### config.mk
export PLATFORM = sky130hd
export DESIGN_NAME = hazard_ctrl_unit_flat
export DESIGN_NICKNAME = d
export VERILOG_FILES = /design/src/rtl/hazard_ctrl_if.sv /design/src/rtl/hazard_ctrl_unit.sv /design/src/flat_wrapper.sv
export SDC_FILE = /design/constraint.sdc
export NUM_CORES = 1
export LEC_CHECK = 0
export ABC_AREA = 1
export ABC_CLOCK_PERIOD_IN_PS = 1700
export BUFFER_PORTS_ARGS = -buffer_cell sky130_fd_sc_hd__buf_2
export CORE_MARGIN = 3
export CORE_UTILIZATION = 47
export DETAILED_ROUTE_END_ITERATION = 6
export GPL_ROUTABILITY_DRIVEN = 0
export HOLD_SLACK_MARGIN = 0.15
export PLACE_DENSITY_LB_ADDON = 0.2
export SLEW_MARGIN = 10
export SYNTH_ARGS = -nofsm -noshare
export SYNTH_HDL_FRONTEND = slang
export SYNTH_SLANG_ARGS = --single-unit
### constraint.sdc
create_clock -name clk_i -period 1.7 [get_ports clk_i]
set_clock_uncertainty 0.05 [all_clocks]
set_input_delay 0.34 -clock clk_i [delete_from_list [all_inputs] [get_ports clk_i]]
set_output_delay 0.34 -clock clk_i [all_outputs]
set_load 0.05 [all_outputs]
### src/rtl/hazard_ctrl_if.sv
// Bundle between the ID-stage pipeline control and the hazard control unit.
// The pipeline side is the master; the hazard unit is the slave.
interface hazard_ctrl_if #(
    parameter int REG_AW = 5,
    parameter int CNT_W  = 16
);
    logic [6:0]        id_opcode_i;
    logic              br_valid_i;
    logic              br_taken_i;
    logic              id_ex_memRead_i;
    logic [REG_AW-1:0] id_ex_regDest_i;
    logic [REG_AW-1:0] if_id_addrSrc1_i;
    logic [REG_AW-1:0] if_id_addrSrc2_i;
    logic              if_id_useSrc1_i;
    logic              if_id_useSrc2_i;
    logic              dmem_req_i;
    logic              dmem_ready_i;
    logic              stall_o;
    logic              flush_o;
    logic              freeze_o;
    logic              ctrlHazard_o;
    logic [CNT_W-1:0]  stall_cnt_o;
    logic [CNT_W-1:0]  flush_cnt_o;

    modport master (
        output id_opcode_i, br_valid_i, br_taken_i, id_ex_memRead_i, id_ex_regDest_i,
               if_id_addrSrc1_i, if_id_addrSrc2_i, if_id_useSrc1_i, if_id_useSrc2_i,
               dmem_req_i, dmem_ready_i,
        input  stall_o, flush_o, freeze_o, ctrlHazard_o, stall_cnt_o, flush_cnt_o
    );

    modport slave (
        input  id_opcode_i, br_valid_i, br_taken_i, id_ex_memRead_i, id_ex_regDest_i,
               if_id_addrSrc1_i, if_id_addrSrc2_i, if_id_useSrc1_i, if_id_useSrc2_i,
               dmem_req_i, dmem_ready_i,
        output stall_o, flush_o, freeze_o, ctrlHazard_o, stall_cnt_o, flush_cnt_o
    );
endinterface

### src/rtl/hazard_ctrl_unit.sv
// Sequential hazard control: load-use stall held for LOAD_LAT cycles, branch flush
// stretched over FLUSH_CYC cycles, memory-wait freeze and saturating event counters.
module hazard_ctrl_unit #(
    parameter int REG_AW    = 5,
    parameter int LOAD_LAT  = 1,
    parameter int FLUSH_CYC = 1,
    parameter int CNT_W     = 16
) (
    input logic          clk_i,
    input logic          rst_i,
    hazard_ctrl_if.slave bus
);
    localparam int MAX_LAT = (LOAD_LAT > FLUSH_CYC) ? LOAD_LAT : FLUSH_CYC;
    localparam int REM_W   = $clog2(MAX_LAT) + 1;
    localparam logic [REM_W-1:0] REM_ZERO     = {REM_W{1'b0}};
    localparam logic [REM_W-1:0] REM_ONE      = REM_W'(1);
    localparam logic [REM_W-1:0] LOAD_RELOAD  = REM_W'(LOAD_LAT - 1);
    localparam logic [REM_W-1:0] FLUSH_RELOAD = REM_W'(FLUSH_CYC - 1);
    localparam logic [CNT_W-1:0] CNT_MAX      = {CNT_W{1'b1}};
    localparam logic [CNT_W-1:0] CNT_ONE      = CNT_W'(1);

    typedef enum logic [1:0] {
        ST_RUN      = 2'd0,
        ST_LU_STALL = 2'd1,
        ST_FLUSH    = 2'd2
    } state_t;

    state_t            state_r, state_s;
    logic [REM_W-1:0]  rem_r, rem_s;
    logic [CNT_W-1:0]  stall_cnt_r, flush_cnt_r;
    logic              stall_s, flush_s, flush_evt_s;
    logic              hz_s, br_s, freeze_s, ctrl_s;

    assign br_s     = bus.br_valid_i & bus.br_taken_i;
    assign freeze_s = bus.dmem_req_i & ~bus.dmem_ready_i;
    assign hz_s     = bus.id_ex_memRead_i
                    & (bus.id_ex_regDest_i != {REG_AW{1'b0}})
                    & ((bus.if_id_useSrc1_i & (bus.id_ex_regDest_i == bus.if_id_addrSrc1_i))
                     | (bus.if_id_useSrc2_i & (bus.id_ex_regDest_i == bus.if_id_addrSrc2_i)));

    // Control-transfer opcode decode (branch, jal, jalr)
    always_comb begin
        ctrl_s = 1'b0;
        case (bus.id_opcode_i)
            7'b1100011: ctrl_s = 1'b1;
            7'b1101111: ctrl_s = 1'b1;
            7'b1100111: ctrl_s = 1'b1;
            default:    ctrl_s = 1'b0;
        endcase
    end

    // Next-state, remaining-cycle count and stall/flush decisions
    always_comb begin
        state_s     = state_r;
        rem_s       = rem_r;
        stall_s     = 1'b0;
        flush_s     = 1'b0;
        flush_evt_s = 1'b0;
        if (rst_i) begin
            state_s = ST_RUN;
            rem_s   = REM_ZERO;
        end else if (freeze_s) begin
            state_s = state_r;
            rem_s   = rem_r;
        end else begin
            case (state_r)
                ST_RUN, ST_LU_STALL: begin
                    if (br_s) begin
                        // A taken branch abandons any pending load-use stall
                        flush_s     = 1'b1;
                        flush_evt_s = 1'b1;
                        if (FLUSH_CYC > 1) begin
                            state_s = ST_FLUSH;
                            rem_s   = FLUSH_RELOAD;
                        end else begin
                            state_s = ST_RUN;
                            rem_s   = REM_ZERO;
                        end
                    end else if (state_r == ST_LU_STALL) begin
                        stall_s = 1'b1;
                        if (rem_r <= REM_ONE) begin
                            state_s = ST_RUN;
                            rem_s   = REM_ZERO;
                        end else begin
                            rem_s = rem_r - REM_ONE;
                        end
                    end else if (hz_s) begin
                        stall_s = 1'b1;
                        if (LOAD_LAT > 1) begin
                            state_s = ST_LU_STALL;
                            rem_s   = LOAD_RELOAD;
                        end else begin
                            state_s = ST_RUN;
                        end
                    end else begin
                        state_s = ST_RUN;
                    end
                end
                ST_FLUSH: begin
                    flush_s = 1'b1;
                    if (br_s) begin
                        flush_evt_s = 1'b1;
                        rem_s       = FLUSH_RELOAD;
                    end else if (rem_r <= REM_ONE) begin
                        state_s = ST_RUN;
                        rem_s   = REM_ZERO;
                    end else begin
                        rem_s = rem_r - REM_ONE;
                    end
                end
                default: begin
                    state_s = ST_RUN;
                    rem_s   = REM_ZERO;
                end
            endcase
        end
    end

    // State and remaining-cycle registers
    always_ff @(posedge clk_i) begin
        if (rst_i) begin
            state_r <= ST_RUN;
            rem_r   <= REM_ZERO;
        end else begin
            state_r <= state_s;
            rem_r   <= rem_s;
        end
    end

    // Saturating stall-cycle and flush-event counters
    always_ff @(posedge clk_i) begin
        if (rst_i) begin
            stall_cnt_r <= {CNT_W{1'b0}};
            flush_cnt_r <= {CNT_W{1'b0}};
        end else begin
            if (stall_s && (stall_cnt_r != CNT_MAX)) begin
                stall_cnt_r <= stall_cnt_r + CNT_ONE;
            end
            if (flush_evt_s && (flush_cnt_r != CNT_MAX)) begin
                flush_cnt_r <= flush_cnt_r + CNT_ONE;
            end
        end
    end

    assign bus.stall_o      = stall_s;
    assign bus.flush_o      = flush_s;
    assign bus.freeze_o     = freeze_s & ~rst_i;
    assign bus.ctrlHazard_o = ctrl_s;
    assign bus.stall_cnt_o  = stall_cnt_r;
    assign bus.flush_cnt_o  = flush_cnt_r;
endmodule

### src/flat_wrapper.sv
// flat-port wrapper written by rule: the top's interface ports become plain ports
module hazard_ctrl_unit_flat 
#(
    parameter int REG_AW    = 5,
    parameter int LOAD_LAT  = 1,
    parameter int FLUSH_CYC = 1,
    parameter int CNT_W     = 16
)
  (clk_i, rst_i, bus_id_opcode_i, bus_br_valid_i, bus_br_taken_i, bus_id_ex_memRead_i, bus_id_ex_regDest_i, bus_if_id_addrSrc1_i, bus_if_id_addrSrc2_i, bus_if_id_useSrc1_i, bus_if_id_useSrc2_i, bus_dmem_req_i, bus_dmem_ready_i, bus_stall_o, bus_flush_o, bus_freeze_o, bus_ctrlHazard_o, bus_stall_cnt_o, bus_flush_cnt_o);
  hazard_ctrl_if #(.REG_AW(REG_AW), .CNT_W(CNT_W)) bus_i ();
  input logic clk_i;
  input logic rst_i;
  input wire logic [$bits(bus_i.id_opcode_i)-1:0] bus_id_opcode_i;
  input wire logic [$bits(bus_i.br_valid_i)-1:0] bus_br_valid_i;
  input wire logic [$bits(bus_i.br_taken_i)-1:0] bus_br_taken_i;
  input wire logic [$bits(bus_i.id_ex_memRead_i)-1:0] bus_id_ex_memRead_i;
  input wire logic [$bits(bus_i.id_ex_regDest_i)-1:0] bus_id_ex_regDest_i;
  input wire logic [$bits(bus_i.if_id_addrSrc1_i)-1:0] bus_if_id_addrSrc1_i;
  input wire logic [$bits(bus_i.if_id_addrSrc2_i)-1:0] bus_if_id_addrSrc2_i;
  input wire logic [$bits(bus_i.if_id_useSrc1_i)-1:0] bus_if_id_useSrc1_i;
  input wire logic [$bits(bus_i.if_id_useSrc2_i)-1:0] bus_if_id_useSrc2_i;
  input wire logic [$bits(bus_i.dmem_req_i)-1:0] bus_dmem_req_i;
  input wire logic [$bits(bus_i.dmem_ready_i)-1:0] bus_dmem_ready_i;
  output wire logic [$bits(bus_i.stall_o)-1:0] bus_stall_o;
  output wire logic [$bits(bus_i.flush_o)-1:0] bus_flush_o;
  output wire logic [$bits(bus_i.freeze_o)-1:0] bus_freeze_o;
  output wire logic [$bits(bus_i.ctrlHazard_o)-1:0] bus_ctrlHazard_o;
  output wire logic [$bits(bus_i.stall_cnt_o)-1:0] bus_stall_cnt_o;
  output wire logic [$bits(bus_i.flush_cnt_o)-1:0] bus_flush_cnt_o;
  assign bus_i.id_opcode_i = bus_id_opcode_i;
  assign bus_i.br_valid_i = bus_br_valid_i;
  assign bus_i.br_taken_i = bus_br_taken_i;
  assign bus_i.id_ex_memRead_i = bus_id_ex_memRead_i;
  assign bus_i.id_ex_regDest_i = bus_id_ex_regDest_i;
  assign bus_i.if_id_addrSrc1_i = bus_if_id_addrSrc1_i;
  assign bus_i.if_id_addrSrc2_i = bus_if_id_addrSrc2_i;
  assign bus_i.if_id_useSrc1_i = bus_if_id_useSrc1_i;
  assign bus_i.if_id_useSrc2_i = bus_if_id_useSrc2_i;
  assign bus_i.dmem_req_i = bus_dmem_req_i;
  assign bus_i.dmem_ready_i = bus_dmem_ready_i;
  assign bus_stall_o = bus_i.stall_o;
  assign bus_flush_o = bus_i.flush_o;
  assign bus_freeze_o = bus_i.freeze_o;
  assign bus_ctrlHazard_o = bus_i.ctrlHazard_o;
  assign bus_stall_cnt_o = bus_i.stall_cnt_o;
  assign bus_flush_cnt_o = bus_i.flush_cnt_o;
  hazard_ctrl_unit #(.REG_AW(REG_AW), .LOAD_LAT(LOAD_LAT), .FLUSH_CYC(FLUSH_CYC), .CNT_W(CNT_W)) u_core (.clk_i(clk_i), .rst_i(rst_i), .bus(bus_i));
endmodule
# Word level (Yosys, flattened, before mapping)
# Cells that the tools add are included.
dict set report totals {
  register_bits 35
  inputBits 31
  out_inout_bits 36
  wordCells 63
}
dict set report op_classes {
  addsub 3
  magnitude_cmp 1
  n_eq_ne 11
  muxes 24
  bitwise 11
  n_reduce_logical 9
}
# cell count
set op_table {}
lappend op_table {{$add 16x1->16 const B} 2}
lappend op_table {{$ne 16x16->1 const B} 2}
lappend op_table {{$eq 7x7->1 const B} 3}
lappend op_table {{$mux 1} 17}
lappend op_table {{$eq 5x5->1} 2}
lappend op_table {{$mux 2} 4}
lappend op_table {{$and 1x1->1} 7}
lappend op_table {{$reduce_or 3->1} 2}
lappend op_table {{$reduce_bool 5->1} 1}
lappend op_table {{$pmux 1 s2} 2}
lappend op_table {{$pmux 2 s2} 1}
lappend op_table {{$reduce_and 2->1} 2}
lappend op_table {{$ne 3x1->1 const B} 1}
lappend op_table {{$not 1->1} 3}
lappend op_table {{$eq 2x1->1 const B} 1}
lappend op_table {{$eq 2x2->1 const B} 1}
lappend op_table {{$logic_and 1x1->1} 2}
lappend op_table {{$logic_not 2->1} 1}
lappend op_table {{$ne 2x2->1 const B} 1}
lappend op_table {{$reduce_or 2->1} 1}
lappend op_table {{$le 1x1->1 const B} 1}
lappend op_table {{$or 1x1->1} 1}
lappend op_table {{$sub 1x1->1 const B} 1}

# Depth between registers and ports, before layout
dict set report depth {
  depth_word 11
  mapped_depth 11
  depth_no_buf 10
}

# Least setup slack after synthesis
# No wires, ideal clock.
dict set report synth_timing {
  path_type {input-to-output}
  start {input bus_id_opcode_i[6]}
  end {output bus_ctrlHazard_o}
  arrival_ns 2.817
  t_required_ns 1.310
  slack_ns -1.507
  cell_stages 2
  path_buffers 0
  path_cell_list {nand2_1 a2111oi_0}
}
dict set report synth_between {
  elab_chain_len 3
  elab_cells_between_ends 5
  classes_between {eq/ne (3); mux (1); reduce/logical (1)}
}
# element line_no
set synth_lines {}
lappend synth_lines {{start: declaration} flat_wrapper.sv:13} ;# input wire logic [$bits(bus_i.id_opcode_i)-1:0] bus_id_opcode_i;
lappend synth_lines {{$eq 7x7->1} hazard_ctrl_unit.sv:44} ;# case (bus.id_opcode_i)
lappend synth_lines {{$reduce_or 3->1 (no source line) *} n/a}
lappend synth_lines {{$mux 1 *} hazard_ctrl_unit.sv:44}
lappend synth_lines {{end: declaration} flat_wrapper.sv:27} ;# output wire logic [$bits(bus_i.ctrlHazard_o)-1:0] bus_ctrlHazard_o;
# Mark *: on every way between the ends. The rest lies on a longest branch, timed or not.

# Worst setup path in the final report
dict set report layout_timing {
  start {register u_core.flush_cnt_r[0] (netlist: u_core.bus.flush_cnt_o[0])}
  end {register u_core.flush_cnt_r[2] (netlist: u_core.bus.flush_cnt_o[2])}
}
dict set report layout_between {
  elab_chain_len 2
  elab_cells_between_ends 3
  classes_between {add/sub (1); eq/ne (1); reduce/logical (1)}
}
# element line_no
set layout_lines {}
lappend layout_lines {{start: declaration} hazard_ctrl_unit.sv:30} ;# logic [CNT_W-1:0] stall_cnt_r, flush_cnt_r;
lappend layout_lines {{start signal: assignment} hazard_ctrl_unit.sv:134} ;# flush_cnt_r <= {CNT_W{1'b0}};
lappend layout_lines {{start signal: assignment} hazard_ctrl_unit.sv:140} ;# flush_cnt_r <= flush_cnt_r + CNT_ONE;
lappend layout_lines {{branches (longest 2 deep; another with $add 16x1->16)} n/a}
# Parallel ways; which one is timed is not known.
# A chain may end at the register's enable or synchronous reset.

==> impl_metrics.py <==
metrics = {
    "timing": {
        "final.setup.tns_ps": 0,
        "hold-worst-slack_ps": 305,
        "tightest_slew_ps": 356,
        "period_minus_slack_ps": 1610,
        "slew_violations": 0,
        "layout_setup_ws_ps": 88.6,
        "period_share": 0.948,
        "hold_viol": 0,
        "fmax_ghz": 0.621,
        "rsz0062_at_grt": "true",
        "finalSetupViolCount": 0,
        "relSlewSlack": 0.761,
    },
    "finish": {
        "final_common_cell": "nand2_1",
        "nets": 476,
        "antenna_cells": 0,
        "mostFrequentLayoutCells": "nand2_1, buf_2, nor2_1",
        "areaGrowthSynthToFinish_pct": 27.9,
        "final-instance-count-excl-fill": 496,
        "drive_above_1_share": 0.293,
        "final_area_sq_um": 2840,
        "n_fill_cell": 430,
    },
    "detailed_routing": {
        "wl_mm": 5.47,
        "drcViolationCount": 0,
        "routed_via_density": 4.96,
        "vias": 2461,
        "drt_first_iter_violations": 159,
        "antenna_left": 0,
        "dr.pass1.iters": 4,
        "wl_per_cell_um": 11.0,
    },
    "global_routing": {
        "grt_pass1_vias": 2066,
        "grt_pass1_wl_mm": 8.98,
        "grt_overflow": 0,
        "grt_max_degree": 20,
        "antenna_found_initial": 0,
        "grt.total_usage": 0.203,
    },
    "placement": {
        "dp_hpwl_mm": 4.09,
        "placed_cell_area_sq_um": 2710,
        "dp_cells": 488,
        "pre_cts_ws_ps": -41.8,
        "port_buffers": 66,
    },
    "worst_setup_path": {
        "path_common_cell": "nand2_1",
        "cp_top_family": "simple AND/OR/NAND/NOR gates",
        "path_class": "reg2reg",
        "worstPathArrival_ps": 1740,
        "cp.required_ps": 1830,
        "crit_buf_inv": 1,
        "crit_start": "u_core.bus.flush_cnt_o[0]",
        "crit_path_max_incr_delay_ps": 390,
        "end_kind": "flop",
        "startpoint_type": "flop",
        "worstReg2RegStart": "u_core.bus.flush_cnt_o[0]",
        "crit_chain": "ha_4 > nand2_1 > nor2_2 > nand2_2 > o21a_1 > buf_4 > nand2_1 > nand2_1 > nand2_1 > nor2_1",
        "cp_max_fo": 5,
        "crit_slowest_cell": "dfxtp_4",
    },
    "min_path": {
        "hp-start": "rst_i",
        "hold_path.class": "in2reg",
    },
    "synth": {
        "synth-main-ff-cell": "dfxtp_1",
        "ys_types": 30,
        "synthCells": 370,
        "synth_area_leaders": "dfxtp_1, nand2_1, nor2_1, inv_1, nand4_1",
        "ys_seq_area_frac": 0.288,
        "syn-num-nets": 403,
        "yosysWarningCount": 0,
        "syn_avg_cell_area_sq_um": 6.01,
        "synth_seq_cells": 32,
        "synth_top_cell_area_share": 0.288,
        "synth_edf_count": 0,
        "synth_top_area_cell": "dfxtp_1",
        "syn_area_sq_um": 2220,
        "async_reset_ff_frac": 0,
    },
    "floorplan": {
        "fp.dieW_um": 74.8,
        "start_util": 0.497,
        "rows": 24,
        "die-area_sq_um": 5590,
        "boundaryPins": 67,
        "core_area_sq_um": 4470,
        "die_y_um": 74.8,
    },
    "power_and_ir_drop": {
        "vdd_drop_max_uv": 340,
        "p_per_area_nw_per_um2": 581,
        "p_leak_nw": 1.39,
    },
    "clocking": {
        "clkSinkCount": 32,
        "clk_path_buf_depth": 2,
        "cts_tree": "yes",
        "hold_buffers": 0,
        "path_clk_slew_ps": 70,
        "htree_num_levels": 2,
        "cts_buffers": 5,
        "root_buffer": "clkbuf_8",
        "insertion_delay_ps": 280,
    },
    "outcome": {
        "status": "finished clean",
    },
    "flow_run": {
        "maxCapViolCount": 0,
    },
}
per-stage QoR:
stage / total power [W] / utilization
6_report: 0.00165 / 0.635
5_1_grt: 0.00173 / 0.635
4_1_cts: 0.00167 / 0.629
3_5_place_dp: 0.000943 / 0.605
3_3_place_gp: 0.000940 / 0.605
2_1_floorplan: 0.000877 / -
Yosys cell counts (3+ instances only):
cell type	count
buf_4	3
xor2_1	9
a21oi_1	18
nor2_1	57
nand3_1	22
inv_1	46
dfxtp_1	32
buf_6	3
a21oi_2	3
nand4_1	20
nor3_1	6
nand2_1	124
tightest hold or removal path, stage by stage:
cell and delay (ps):
buf_2 110, inv_2 60, nand2_1 60, nor2_1 30
layer usage:
metal / share of wire / global-route usage / up-vias
met5: 0 / 0 / -
met4: 0.011 / 0.0711 / 0
met3: 0.042 / 0.0401 / 5
met2: 0.47 / 0.328 / 58
met1: 0.48 / 0.269 / 1084
li1: - / - / 1314
kinds of logic after synthesis:
group,count (synthesis),share of synthesized area
and+or+nand+nor,239,0.469
buffers and inverters,58,0.114
DFF,32,0.288
AOI/OAI and AO/OA,28,0.0743
xor gates and xnor gates,11,0.0434
adders and majority gates,2,0.0113
report_power, final:
part	internal (W)	total, W	switching, W
logic	0.0000658	0.000175	0.000109
clock network	0.000435	0.000724	0.000289
registers	0.000748	0.000753	0.00000535
state kept, by name, indices dropped and copies added (netlist names):
register / cells
u_core.bus.flush_cnt_o: 16
u_core.bus.stall_cnt_o: 16
final cells by class:
cell class	instances	area [sq um]	share of cell area
multi-input combinational	280	1390	0.490
sequential	32	684	0.241
timing repair buffer	76	412	0.145
inverter	48	180	0.0634
clock buffer	6	72.6	0.0255
tap	52	65.1	0.0229
clock inverter	2	35.0	0.0123
timing repair:
action                                  CTS  global route
resized for setup                         0             7
endpoints found under the setup margin    0            14
hold endpoints to repair                  0             0
buffers inserted                          0             0
worst paths after layout:
| path | cells after the start | slack (ps) | endpoint |
|---|---|---|---|
| worst max-delay path | 10 | 90 | u_core.bus.flush_cnt_o[2] |
| worst min-delay path | 4 | 300 | u_core.bus.stall_cnt_o[14] |
| worst min register to register | 2 | 440 | u_core.bus.flush_cnt_o[7] |
| worst max register to register | 10 | 90 | u_core.bus.flush_cnt_o[2] |
(Power assumes the default switching activity.)
